==> config.mk <==
export PLATFORM = sky130hd
export DESIGN_NAME = rr_mux_arbiter
export DESIGN_NICKNAME = d
export VERILOG_FILES = /design/src/rtl/rr_mux_arbiter.sv
export SDC_FILE = /design/constraint.sdc
export NUM_CORES = 1
export LEC_CHECK = 0
export BUFFER_PORTS_ARGS = -buffer_cell sky130_fd_sc_hd__buf_2
export CAP_MARGIN = 20
export CORE_MARGIN = 3
export CORE_UTILIZATION = 60
export CTS_BUF_LIST = sky130_fd_sc_hd__clkbuf_2 sky130_fd_sc_hd__clkbuf_4 sky130_fd_sc_hd__clkbuf_8
export DETAILED_ROUTE_END_ITERATION = 8
export PLACE_DENSITY = 0.84
export SLEW_MARGIN = 15
export SYNTH_ARGS = -nofsm -noshare
export SYNTH_HDL_FRONTEND = slang
export SYNTH_SLANG_ARGS = --single-unit
==> constraint.sdc <==
create_clock -name clk -period 4.8 [get_ports clk]
set_clock_uncertainty 0.2 [all_clocks]
set_input_delay 0.48 -clock clk [delete_from_list [all_inputs] [get_ports clk]]
set_output_delay 0.48 -clock clk [all_outputs]
set_load 0.01 [all_outputs]
==> src/rtl/rr_mux_arbiter.sv <==
// -----------------------------------------------------------------------------
// rr_mux_arbiter
//   Round-robin arbiter that shares one 8:1 single-bit mux among 8 requesters.
//   A single owner holds the channel at a time. Its tenure is capped at
//   MAX_HOLD consecutive cycles whenever another requester is waiting.
//
// Parameters
//   MAX_HOLD : max consecutive grant cycles per tenure (1..15)
//   CNT_W    : hold counter width, 2**CNT_W > MAX_HOLD
//
// Ports
//   clk       : clock, all state updates on rising edge
//   rst       : synchronous active-high reset
//   req[0:7]  : req[i]=1 -> requester i wants the channel
//   d[0:7]    : data bit of requester i (mux input i)
//   gnt[0:7]  : registered one-hot grant
//   gnt_valid : registered, high while a grant is active
//   s[2:0]    : registered mux select (index of current/last owner)
//   o         : d[s] gated by gnt_valid (combinational)
// -----------------------------------------------------------------------------
module rr_mux_arbiter #(
  parameter int MAX_HOLD = 4,
  parameter int CNT_W    = 4
) (
  input  logic       clk,
  input  logic       rst,
  input  logic [0:7] req,
  input  logic [0:7] d,
  output logic [0:7] gnt,
  output logic       gnt_valid,
  output logic [2:0] s,
  output logic       o
);

  typedef enum logic {
    IDLE  = 1'b0,
    GRANT = 1'b1
  } state_t;

  localparam logic [CNT_W-1:0] HOLD_LAST = CNT_W'(MAX_HOLD - 1);

  // Round-robin search: first set bit of r scanning start, start+1, ... with
  // 3-bit wrap. Result is {found, index}.
  function automatic logic [3:0] pick(input logic [0:7] r, input logic [2:0] start);
    logic [3:0] res;
    logic [2:0] idx;
    res = 4'b0000;
    for (int k = 0; k < 8; k++) begin
      idx = start + 3'(k);
      if (!res[3] && r[idx]) begin
        res = {1'b1, idx};
      end else begin
        res = res;
      end
    end
    return res;
  endfunction

  state_t           state_r, state_n;
  logic [2:0]       s_r, s_n;
  logic [2:0]       ptr_r, ptr_n;
  logic [CNT_W-1:0] hold_r, hold_n;
  logic [0:7]       gnt_r, gnt_n;
  logic             gnt_valid_r;
  logic [0:7]       masked_s;
  logic [3:0]       win_s;

  // Next-state: arbitration, tenure limiting and grant decode.
  always_comb begin
    state_n  = state_r;
    s_n      = s_r;
    ptr_n    = ptr_r;
    hold_n   = hold_r;
    gnt_n    = 8'b0000_0000;
    win_s    = 4'b0000;
    masked_s = req;
    // The current owner is never a candidate when handing over.
    masked_s[s_r] = 1'b0;

    case (state_r)
      IDLE: begin
        win_s = pick(req, ptr_r);
        if (win_s[3]) begin
          state_n = GRANT;
          s_n     = win_s[2:0];
          ptr_n   = win_s[2:0] + 3'd1;
          hold_n  = {CNT_W{1'b0}};
        end else begin
          state_n = IDLE;
        end
      end
      GRANT: begin
        if (req[s_r] && (hold_r < HOLD_LAST)) begin
          hold_n = hold_r + CNT_W'(1);
        end else begin
          // Owner released or hit its limit: hand over if anyone else waits.
          win_s = pick(masked_s, s_r + 3'd1);
          if (win_s[3]) begin
            s_n    = win_s[2:0];
            ptr_n  = win_s[2:0] + 3'd1;
            hold_n = {CNT_W{1'b0}};
          end else if (req[s_r]) begin
            // Nobody else waiting: re-grant the same owner, fresh tenure.
            ptr_n  = s_r + 3'd1;
            hold_n = {CNT_W{1'b0}};
          end else begin
            state_n = IDLE;
            hold_n  = {CNT_W{1'b0}};
          end
        end
      end
      default: begin
        state_n = IDLE;
      end
    endcase

    if (state_n == GRANT) begin
      gnt_n[s_n] = 1'b1;
    end else begin
      gnt_n = 8'b0000_0000;
    end
  end

  // State and registered outputs, synchronous reset.
  always_ff @(posedge clk) begin
    if (rst) begin
      state_r     <= IDLE;
      s_r         <= 3'd0;
      ptr_r       <= 3'd0;
      hold_r      <= {CNT_W{1'b0}};
      gnt_r       <= 8'b0000_0000;
      gnt_valid_r <= 1'b0;
    end else begin
      state_r     <= state_n;
      s_r         <= s_n;
      ptr_r       <= ptr_n;
      hold_r      <= hold_n;
      gnt_r       <= gnt_n;
      gnt_valid_r <= (state_n == GRANT);
    end
  end

  assign gnt       = gnt_r;
  assign gnt_valid = gnt_valid_r;
  assign s         = s_r;
  assign o         = d[s_r] & gnt_valid_r;

endmodule
==> out/qor.txt <==
DR pass1 iterations: 4
Max Cap Violations: 0
Vias in the first global route: 2793
Cell Rows: 25
Post-synth top area share: 12.5%
Cells after Synth: 367
Syn-to-layout area delta: 6.08%
Final-report setup violation count: 0
Avg WL per Cell: 18.0 um
Largest net degree at the start of global routing: 30
Yosys reg bits: 19
RSZ-0062 raised after global routing: no
Library cells used by synthesis: 75
Avg Synthesized Cell Area: 8.36 um^2
Kind of critical path: flip-flop to flip-flop
Hold WC Path Type: flip-flop to flip-flop
R2R depth: 12
Worst Setup End Kind: flip-flop
Final max-slew violation count: 0
CTS root buf: clkbuf_8
Post-synth top flop: dfxtp_1
Post-Syn Nets: 391
Post-CTS sizing: 0
Register area share after synthesis: 12.4%
Drt total wl: 8.07 mm
Worst skew pair latency: 0.25 ns
Hold_buf cts: 0
Dpl hpwl: 5.93 mm
Status: finished, final reports clean
Maximum clock rate: 238 MHz
Setup TNS: 0 ns
Routed Antenna Nets: 0
Min Tclk post-route: 4.19 ns
Total track usage: 26.9%
Startpoint class of the critical path: flip-flop
Final Hold Viols: 0
CP Data Arrival Time: 4.20 ns
Clock Sinks: 19
Global-route wire length before repair: 13.5 mm
Hold path cells: 1
Relative slew slack: 59.9%
Final #Nets: 406
Die span in x: 77.5 um
Via density: 6.75
H-tree depth: 1
Least-Margin Pin Slew: 0.600 ns
Die Height: 77.5 um
Num ports: 31
Ant. Diodes: 0
Clock transition at path regs: 0.07 ns
CTS Buf Count: 3
Initial antenna violation count: 0
Starting Density: 63.7%
EDFF count, synth: 0
Share of the clock period used by the worst path: 87.4%
Share of layout cells above drive strength 1: 24.1%
Largest area contributor in the netlist: mux4_2
DRC violations left: 0
Cell Area, Synth: 3070 um^2
Worst Path Required: 4.80 ns
Crit Path Max Fanout: 13
Die area: 6000 um^2
Total gr overflow: 0
Syn. warnings: 0
CTS tree: built
Top cells by area, synth: mux4_2, dfxtp_1, mux2i_1, nor2_1, o21ai_0
Post-CTS Setup Bufs: 0
Buffers added on ports: 30
Post-synth ARST share: 0%
Total number of vias: 3023
Final GP Congestion: 1.02
DRT iter0 DRCs: 233
Core Region: 4820 um^2
CTS Buffer Depth: 2
[routing by layer]
layer / vias up / wire, um / track usage, %
li1: 1430 / - / -
met3: 20 / 463 / 2.90
met1: 1451 / 3570 / 37.3
met2: 122 / 3880 / 44.5
met5: - / 0 / 0
met4: 0 / 148 / 7.12
[cells by family (layout without fill, tap and decap cells)]
kind of cell / Yosys count / in the layout / share of synthesized area [%]
xor gates and xnor gates: 12 / 12 / 4.04
muxes: 50 / 50 / 24.9
and+or+nand+nor: 143 / 143 / 25.3
AOI/OAI and AO/OA: 95 / 95 / 23.8
buffers and inverters: 42 / 56 / 7.06
adders and majority gates: 6 / 6 / 2.45
DFF: 19 / 19 / 12.4
[sequential cells by signal, summed over array words and instances, names as in the netlist]
register / cells
ptr_r: 3
gnt_valid: 1
hold_r: 4
gnt: 8
s: 3
[final timing paths]
kind	startpoint	to	slack, ns
worst max-delay path	ptr_r[1]$_SDFFE_PP0P_	gnt[6]$_SDFF_PP0_	0.61
worst min register to register	hold_r[3]$_SDFFE_PP0P_	hold_r[3]$_SDFFE_PP0P_	0.27
worst max register to register	ptr_r[1]$_SDFFE_PP0P_	gnt[6]$_SDFF_PP0_	0.61
worst min-delay path	hold_r[3]$_SDFFE_PP0P_	hold_r[3]$_SDFFE_PP0P_	0.27
[layout make-up]
class                           instances  area (um^2)
Inverter                               12         45.0
Fill cell                             412         1560
Timing Repair Buffer                   40          225
Sequential cell                        19          380
Clock buffer                            4         48.8
Multi-Input combinational cell        306         2470
Tap cell                               67         83.8
[Yosys cell counts (all sizes together), types with 7 or more instances]
cell,n
a21oi,16
nor2,35
nor3,18
dfxtp,19
nand2b,7
a221oi,7
buf,19
mux2i,25
inv,12
o21ai,20
and2,8
nand2,24
mux4,19
clkbuf,11
o211ai,7
nand3,11
[through the flow]
step	util (%)	setup slack (ns)	area, um^2	std cells	hold WS (ns)
floorplan	-	0.782	3070	367	0.231
global placement	66.5	0.898	3200	444	0.247
detailed placement	66.5	0.712	3200	444	0.258
CTS	67.5	0.627	3250	448	0.274
global route	67.5	0.246	3250	448	0.297
finish	67.5	0.605	3250	448	0.273
[critical path, stage by stage (launching register included)]
cell,delay (ns)
dfxtp_1,0.32
buf_4,0.21
inv_1,0.12
ha_1,0.58
mux4_2,0.62
a21oi_1,0.22
a32oi_1,0.17
nor3_1,0.47
a32oi_1,0.16
o21ai_0,0.42
nand3_1,0.18
o211ai_1,0.24
and3_1,0.22
[placed cells by master, fill, tap and decap left out, types with 12 or more instances in the layout]
master   instances
nor2_1          34
buf_2           30
mux2i_1         23
nand2_1         21
o21ai_0         19
dfxtp_1         19
nor3_1          18
mux4_2          17
a21oi_1         16
inv_1           12
Power is left out: the tool's default activity adds up to more than one toggle a clock period on the data nets, which glitch-free logic cannot reach.
